--- config.mk ---
export PLATFORM = sky130hd
export DESIGN_NAME = serial_subtractor
export DESIGN_NICKNAME = d
export VERILOG_FILES = /design/src/rtl/serial_subtractor.sv
export SDC_FILE = /design/constraint.sdc
export NUM_CORES = 1
export LEC_CHECK = 0
export BUFFER_PORTS_ARGS = -buffer_cell sky130_fd_sc_hd__buf_2
export CAP_MARGIN = 15
export CORE_ASPECT_RATIO = 1.2
export CORE_MARGIN = 2
export CORE_UTILIZATION = 47
export DETAILED_ROUTE_END_ITERATION = 10
export PLACE_DENSITY = 0.69
export SLEW_MARGIN = 15
export SYNTH_ARGS = -nofsm -noshare
export SYNTH_HDL_FRONTEND = slang
export SYNTH_SLANG_ARGS = --single-unit
--- constraint.sdc ---
create_clock -name clk -period 1.5 [get_ports clk]
set_clock_uncertainty 0.15 [all_clocks]
set_input_delay 0.225 -clock clk [delete_from_list [all_inputs] [get_ports clk]]
set_output_delay 0.225 -clock clk [all_outputs]
set_load 0.1 [all_outputs]
--- src/rtl/serial_subtractor.sv ---
// Bit-serial subtractor: one full-subtractor cell plus a borrow flop, one bit
// per clock, LSB first; {bout, d} = a - b - bin once done pulses.
//
// state | meaning
// IDLE  | waiting for start; d/bout hold the last result
// SHIFT | one difference bit per cycle, busy high
// DONE  | result valid for one cycle, done high; start here chains a new op
module serial_subtractor #(
   parameter int WIDTH = 4
) (
   input  logic             clk,
   input  logic             rst,
   input  logic             start,
   input  logic [WIDTH-1:0] a,
   input  logic [WIDTH-1:0] b,
   input  logic             bin,
   output logic             busy,
   output logic             done,
   output logic [WIDTH-1:0] d,
   output logic             bout
);

   // Counter reaches WIDTH at most, so it never wraps mid-operation.
   localparam int CW = $clog2(WIDTH + 1);

   typedef enum logic [1:0] {
      IDLE  = 2'd0,
      SHIFT = 2'd1,
      DONE  = 2'd2
   } state_t;

   state_t           state_q, state_d;
   logic [WIDTH-1:0] a_q, a_d;
   logic [WIDTH-1:0] b_q, b_d;
   logic [WIDTH-1:0] res_q, res_d;
   logic [WIDTH-1:0] d_q, d_d;
   logic [CW-1:0]    cnt_q, cnt_d;
   logic             borrow_q, borrow_d;
   logic             busy_q, busy_d;
   logic             done_q, done_d;
   logic             bout_q, bout_d;

   logic             diff_bit;
   logic             borrow_next;

   // Full-subtractor cell on the current LSBs of the operand shift registers.
   assign diff_bit    = a_q[0] ^ b_q[0] ^ borrow_q;
   assign borrow_next = (~a_q[0] & b_q[0]) | (~(a_q[0] ^ b_q[0]) & borrow_q);

   always_comb begin
      state_d  = state_q;
      a_d      = a_q;
      b_d      = b_q;
      res_d    = res_q;
      d_d      = d_q;
      cnt_d    = cnt_q;
      borrow_d = borrow_q;
      busy_d   = busy_q;
      done_d   = done_q;
      bout_d   = bout_q;

      case (state_q)
         IDLE: begin
            done_d = 1'b0;
            if (start) begin
               a_d      = a;
               b_d      = b;
               borrow_d = bin;
               res_d    = '0;
               cnt_d    = '0;
               busy_d   = 1'b1;
               state_d  = SHIFT;
            end
         end

         SHIFT: begin
            a_d              = a_q >> 1;
            b_d              = b_q >> 1;
            res_d            = res_q >> 1;
            res_d[WIDTH-1]   = diff_bit;
            borrow_d         = borrow_next;
            cnt_d            = cnt_q + 1'b1;
            if (cnt_q == CW'(WIDTH - 1)) begin
               d_d     = res_d;
               bout_d  = borrow_next;
               busy_d  = 1'b0;
               done_d  = 1'b1;
               state_d = DONE;
            end
         end

         DONE: begin
            done_d = 1'b0;
            if (start) begin
               a_d      = a;
               b_d      = b;
               borrow_d = bin;
               res_d    = '0;
               cnt_d    = '0;
               busy_d   = 1'b1;
               state_d  = SHIFT;
            end else begin
               state_d  = IDLE;
            end
         end

         default: begin
            busy_d  = 1'b0;
            done_d  = 1'b0;
            state_d = IDLE;
         end
      endcase
   end

   always_ff @(posedge clk) begin
      if (rst) begin
         state_q  <= IDLE;
         a_q      <= '0;
         b_q      <= '0;
         res_q    <= '0;
         d_q      <= '0;
         cnt_q    <= '0;
         borrow_q <= 1'b0;
         busy_q   <= 1'b0;
         done_q   <= 1'b0;
         bout_q   <= 1'b0;
      end else begin
         state_q  <= state_d;
         a_q      <= a_d;
         b_q      <= b_d;
         res_q    <= res_d;
         d_q      <= d_d;
         cnt_q    <= cnt_d;
         borrow_q <= borrow_d;
         busy_q   <= busy_d;
         done_q   <= done_d;
         bout_q   <= bout_d;
      end
   end

   assign busy = busy_q;
   assign done = done_q;
   assign d    = d_q;
   assign bout = bout_q;

endmodule

# ---- Yosys cells after proc, flatten, opt, wreduce, memory -nomap -nowiden
# Cells that the tools add are included.
dict set report classes {
  n_addsub 1
  mul 0
  div_mod_pow 0
  order_cmp 0
  eq_ne 6
  shift 0
  mux 17
  bitwise_logic 8
  n_reduce_logical 8
}
# cell count
set op_table {}
lappend op_table {{one-hot mux 4 bit (2 select lines)} 3}
lappend op_table {{2-to-1 mux 4 bit} 3}
lappend op_table {{AND reduction 2 bit} 4}
lappend op_table {{one-hot mux 2 bit (3 select lines)} 1}
lappend op_table {{one-hot mux 3 bit (2 select lines)} 1}
lappend op_table {{2-to-1 mux 1 bit} 4}
lappend op_table {{2-to-1 mux 2 bit} 2}
lappend op_table {{!= test 2 bit (second input constant)} 2}
lappend op_table {{one-hot mux 1 bit (2 select lines)} 2}
lappend op_table {{OR reduction 2 bit} 2}
lappend op_table {{adder 3 x 1 -> 3 bit (second input constant)} 1}
lappend op_table {{equality test 3 x 2 -> 1 bit (second input constant)} 1}
lappend op_table {{2-to-1 mux 3 bit} 1}
lappend op_table {{NOT 1 bit} 3}
lappend op_table {{AND 1 bit} 2}
lappend op_table {{equality test 2 x 1 -> 1 bit (second input constant)} 1}
lappend op_table {{equality test 2 bit (second input constant)} 1}
lappend op_table {{zero test 2 bit} 1}
lappend op_table {{!= test 2 x 1 -> 1 bit (second input constant)} 1}
lappend op_table {{nonzero test 2 bit} 1}
lappend op_table {{XOR 1 bit} 2}
lappend op_table {{bitwise OR 1 bit} 1}
dict set report totals {
  reg_bits 25
  latch_bits 0
  ram_bits 0
  mem_bits_ro 0
  input_bits 12
  output_inout_bits 7
  elab_cells 50
  memories 0
}

# ---- Longest topological paths before layout
dict set report logic_depth {
  word_depth 5
  mapped_depth 6
  mapped_depth_nobuf 5
}

# ---- Least setup slack after synthesis
# OpenSTA, ideal clock, no wires.
dict set report synth_path {
  kind {reg-to-reg}
  startpoint {register bout (netlist name)}
  endpoint {register bout_q (netlist: bout)}
  setup_ns 0.074
  arrival_time_ns 1.194
  t_required_ns 1.276
  slack_ns 0.081
  path_stages_with_launch 3
  path_buffers 0
  period_less_slack_ns 1.419
  path_cell_list {dfxtp_1 -> a21oi_1 -> nor3_2}
}
# element line
set synth_lines {}
lappend synth_lines {{end signal: assignment} 137} ;# bout_q <= bout_d;
lappend synth_lines {{end: declaration} 41} ;# logic bout_q, bout_d;

# ---- Worst setup path in the final report
dict set report layout_path {
  startpoint {register done_q (netlist: done)}
  endpoint {output port done}
}
# element line
set layout_lines {}
lappend layout_lines {{start: declaration} 40} ;# logic done_q, done_d;
lappend layout_lines {{start signal: assignment} 136} ;# done_q <= done_d;
lappend layout_lines {{end: declaration} 18} ;# output logic done,
# No word-level cell between the ends.

==> results.json <==
{
  "cts_buffer_depth": 2,
  "tns_ns": 0,
  "worstPathCellList": "buf_2",
  "dp.cells": 163,
  "syn_area_per_cell_um2": 9.052,
  "critPathTopFamily": "buffers and inverters",
  "slowest_delay_ns": 0.42,
  "grt_usage": 0.1726,
  "drt-initial-drc-count": 3,
  "crit_fanout": 2,
  "status": "finished, final reports clean",
  "r2r-start": "cnt_q[0]",
  "core_area_um2": 2072,
  "finalHoldViolCount": 0,
  "dieArea_um2": 2609,
  "ys_ff_latch": 24,
  "path_buf_inv": 1,
  "postPlaceCellArea_um2": 1177,
  "critPathCaptureType": "primary output",
  "criticalPathCategory": "reg -> out",
  "ys_top_cells_by_area": "dfxtp_1 46%, a21oi_1 6.7%, mux2i_1 6.7%",
  "rsz0062_at_grt": "false",
  "rrSetupSlack_ns": 0.10,
  "power.density_nw_per_um2": 958.5,
  "ir_drop_v": 0.0006620,
  "worstHoldPathType": "in -> reg",
  "reg2regPathDepth": 5,
  "syn-num-nets": 130,
  "grt_pass1_wl_mm": 3.332,
  "cap_viol_max_count": 0,
  "routed-via-count": 840,
  "gr-total-overflow": 0,
  "p_leak_nw": 0.4863,
  "min_from": "start",
  "utilization": 0.5972,
  "routed_via_density": 5.000,
  "io_pins": 19,
  "num-fill-cells": 204,
  "final_net_count": 155,
  "chipHeight_um": 55.56,
  "cts_made_buffers": 3,
  "cts.htree.levels": 1,
  "clock_latency_ns": 0.31,
  "first_pass_iters": 3,
  "wl_per_cell_um": 11.83,
  "num_antenna_cells": 0,
  "hpwlAfterDp_mm": 1.480,
  "min_to": "cnt_q[0]",
  "wl_mm": 1.988,
  "slew_violations": 0,
  "r2r_end": "bout",
  "cts_tree": "built",
  "total_power_mw": 1.186,
  "max_freq_ghz": 0.6863,
  "grt_max_degree": 25,
  "area_growth_pct": 18.87,
  "syn_area_um2": 1041,
  "worst_slew_pin_slew_ns": 0.4844,
  "cts-root-buf": "clkbuf_4",
  "io_buffers": 18,
  "ys_seq_area_frac": 0.4615,
  "clkTransAtPathRegs_ns": 0.11,
  "yosysTopAreaCellShare": 0.4615,
  "die_w_um": 46.96,
  "num_rows": 18,
  "crit_arrival_ns": 1.08,
  "cp-start-kind": "register",
  "initial_utilization": 0.5024,
  "crit_slowest_cell": "buf_2",
  "slew_headroom": 0.6793,
  "min_path_cells": 4,
  "drc": 0,
  "yosys_warnings": 0,
  "ant_nets": 0,
  "gp_congestion": 0.7466,
  "finalSetupViolations": 0,
  "syn_inst": 115,
  "antenna_found_initial": 0,
  "synth.largest_area_cell": "dfxtp_1",
  "drive_gt1_frac": 0.2681,
  "synth_cell_type_count": 25,
  "cts_sinks": 24,
  "grt_pass1_vias": 817,
  "min_period_over_period": 0.9714,
  "fin_area_um2": 1237,
  "stdcell_count": 168,
  "min_period_ns": 1.457,
  "cp.required_ns": 1.12
}
power by group:
part	leakage, nW	switching, mW	internal (mW)
sequential	0.197	0.0234	0.673
clock	0.0138	0.178	0.0940
combinational	0.276	0.123	0.0949
total	0.486	0.324	0.862
repair_timing:
action / in CTS / in global routing
gates resized for setup: 0 / 8
hold endpoints to repair: 1 / 1
setup buffers: 0 / 0
hold buffers: 1 / 1
endpoints found under the setup margin: 0 / 10
flip-flops by register name, summed over array words and instances (netlist names):
| register | cells |
|---|---|
| done | 1 |
| bout | 1 |
| a_q | 4 |
| cnt_q | 3 |
| res_q | 3 |
| d | 4 |
| state_q | 2 |
| borrow_q | 1 |
| b_q | 4 |
| busy | 1 |
Yosys cell counts:
cell and number:
dfxtp_1 24, xnor2_1 1, inv_1 4, nor2b_1 2
a21oi_1 14, clkbuf_1 2, nand2b_1 3, nor2_1 6
mux2i_1 7, nand3b_1 1, ha_1 2, o21a_1 1
o21ai_0 1, a211oi_1 6, buf_6 1, nand2_2 1
a211oi_2 1, nand2_1 10, nor3_2 2, nand3_1 11
nor3_1 7, fa_1 1, buf_2 2, buf_4 4
nor3b_1 1
how the worst max path moves through the flow:
stage / from / end / slack [ns] / cells after the start
3_3_place_gp: cnt_q[0] / bout / 0.13 / 5
3_5_place_dp: cnt_q[0] / bout / 0.07 / 5
6_report: done / done / 0.04 / 1
2_1_floorplan: bout / bout / 0.08 / 2
4_1_cts: bout / bout / 0.01 / 1
5_1_grt: d[0] / d[0] / 0.002 / 1
layout make-up:
class,instances,area [um2],share of cell area
Clock buffer,3,22.52,0.01820
Inverter,4,15.01,0.01213
Multi-Input combinational cell,78,489.2,0.3953
Sequential cell,24,483.0,0.3903
Tap cell,30,37.54,0.03033
Timing Repair Buffer,29,190.2,0.1537
metrics by stage:
step / hold slack [ns] / setup slack, ns
detailed placement: 0.3004 / 0.06623
floorplan: 0.1447 / 0.08146
CTS: 0.005282 / 0.01320
finish: 0.08912 / 0.04292
global route: 0.08517 / 0.001867
global placement: 0.2942 / 0.1276
kinds of logic after synthesis:
group                      share of synthesized area
DFF                                           0.4615
and+or+nand+nor                               0.2139
muxes                                        0.06731
adders and majority gates                    0.04327
AOI/OAI and AO/OA                             0.1346
buffers and inverters                        0.07091
xor gates and xnor gates                    0.008415
routing by layer:
layer / share of wire / vias to the layer above / track usage
li1: - / 440 / -
met1: 0.45 / 383 / 0.2000
met2: 0.51 / 15 / 0.2896
met3: 0.030 / 2 / 0.03922
met4: 0.013 / 0 / 0.07143
met5: 0 / - / 0
cells in the final DEF, fill, tap and decap left out:
master,n
nand2_1,10
buf_4,9
nor3_1,7
o21ai_0,1
a211oi_1,6
ha_1,1
dfxtp_2,2
clkbuf_4,8
nand3_1,11
mux2i_1,7
buf_2,13
fa_1,1
dfxtp_1,22
ha_2,1
nor3b_1,1
a21oi_1,14
nor2_1,6
o21a_1,1
nand2_2,1
dlygate4sd3_1,2
nand3b_1,1
nor3_2,2
xnor2_1,1
nor2b_1,2
nand2b_1,3
a211oi_2,1
inv_1,4
Note: power is estimated with default switching activity, not from simulation.
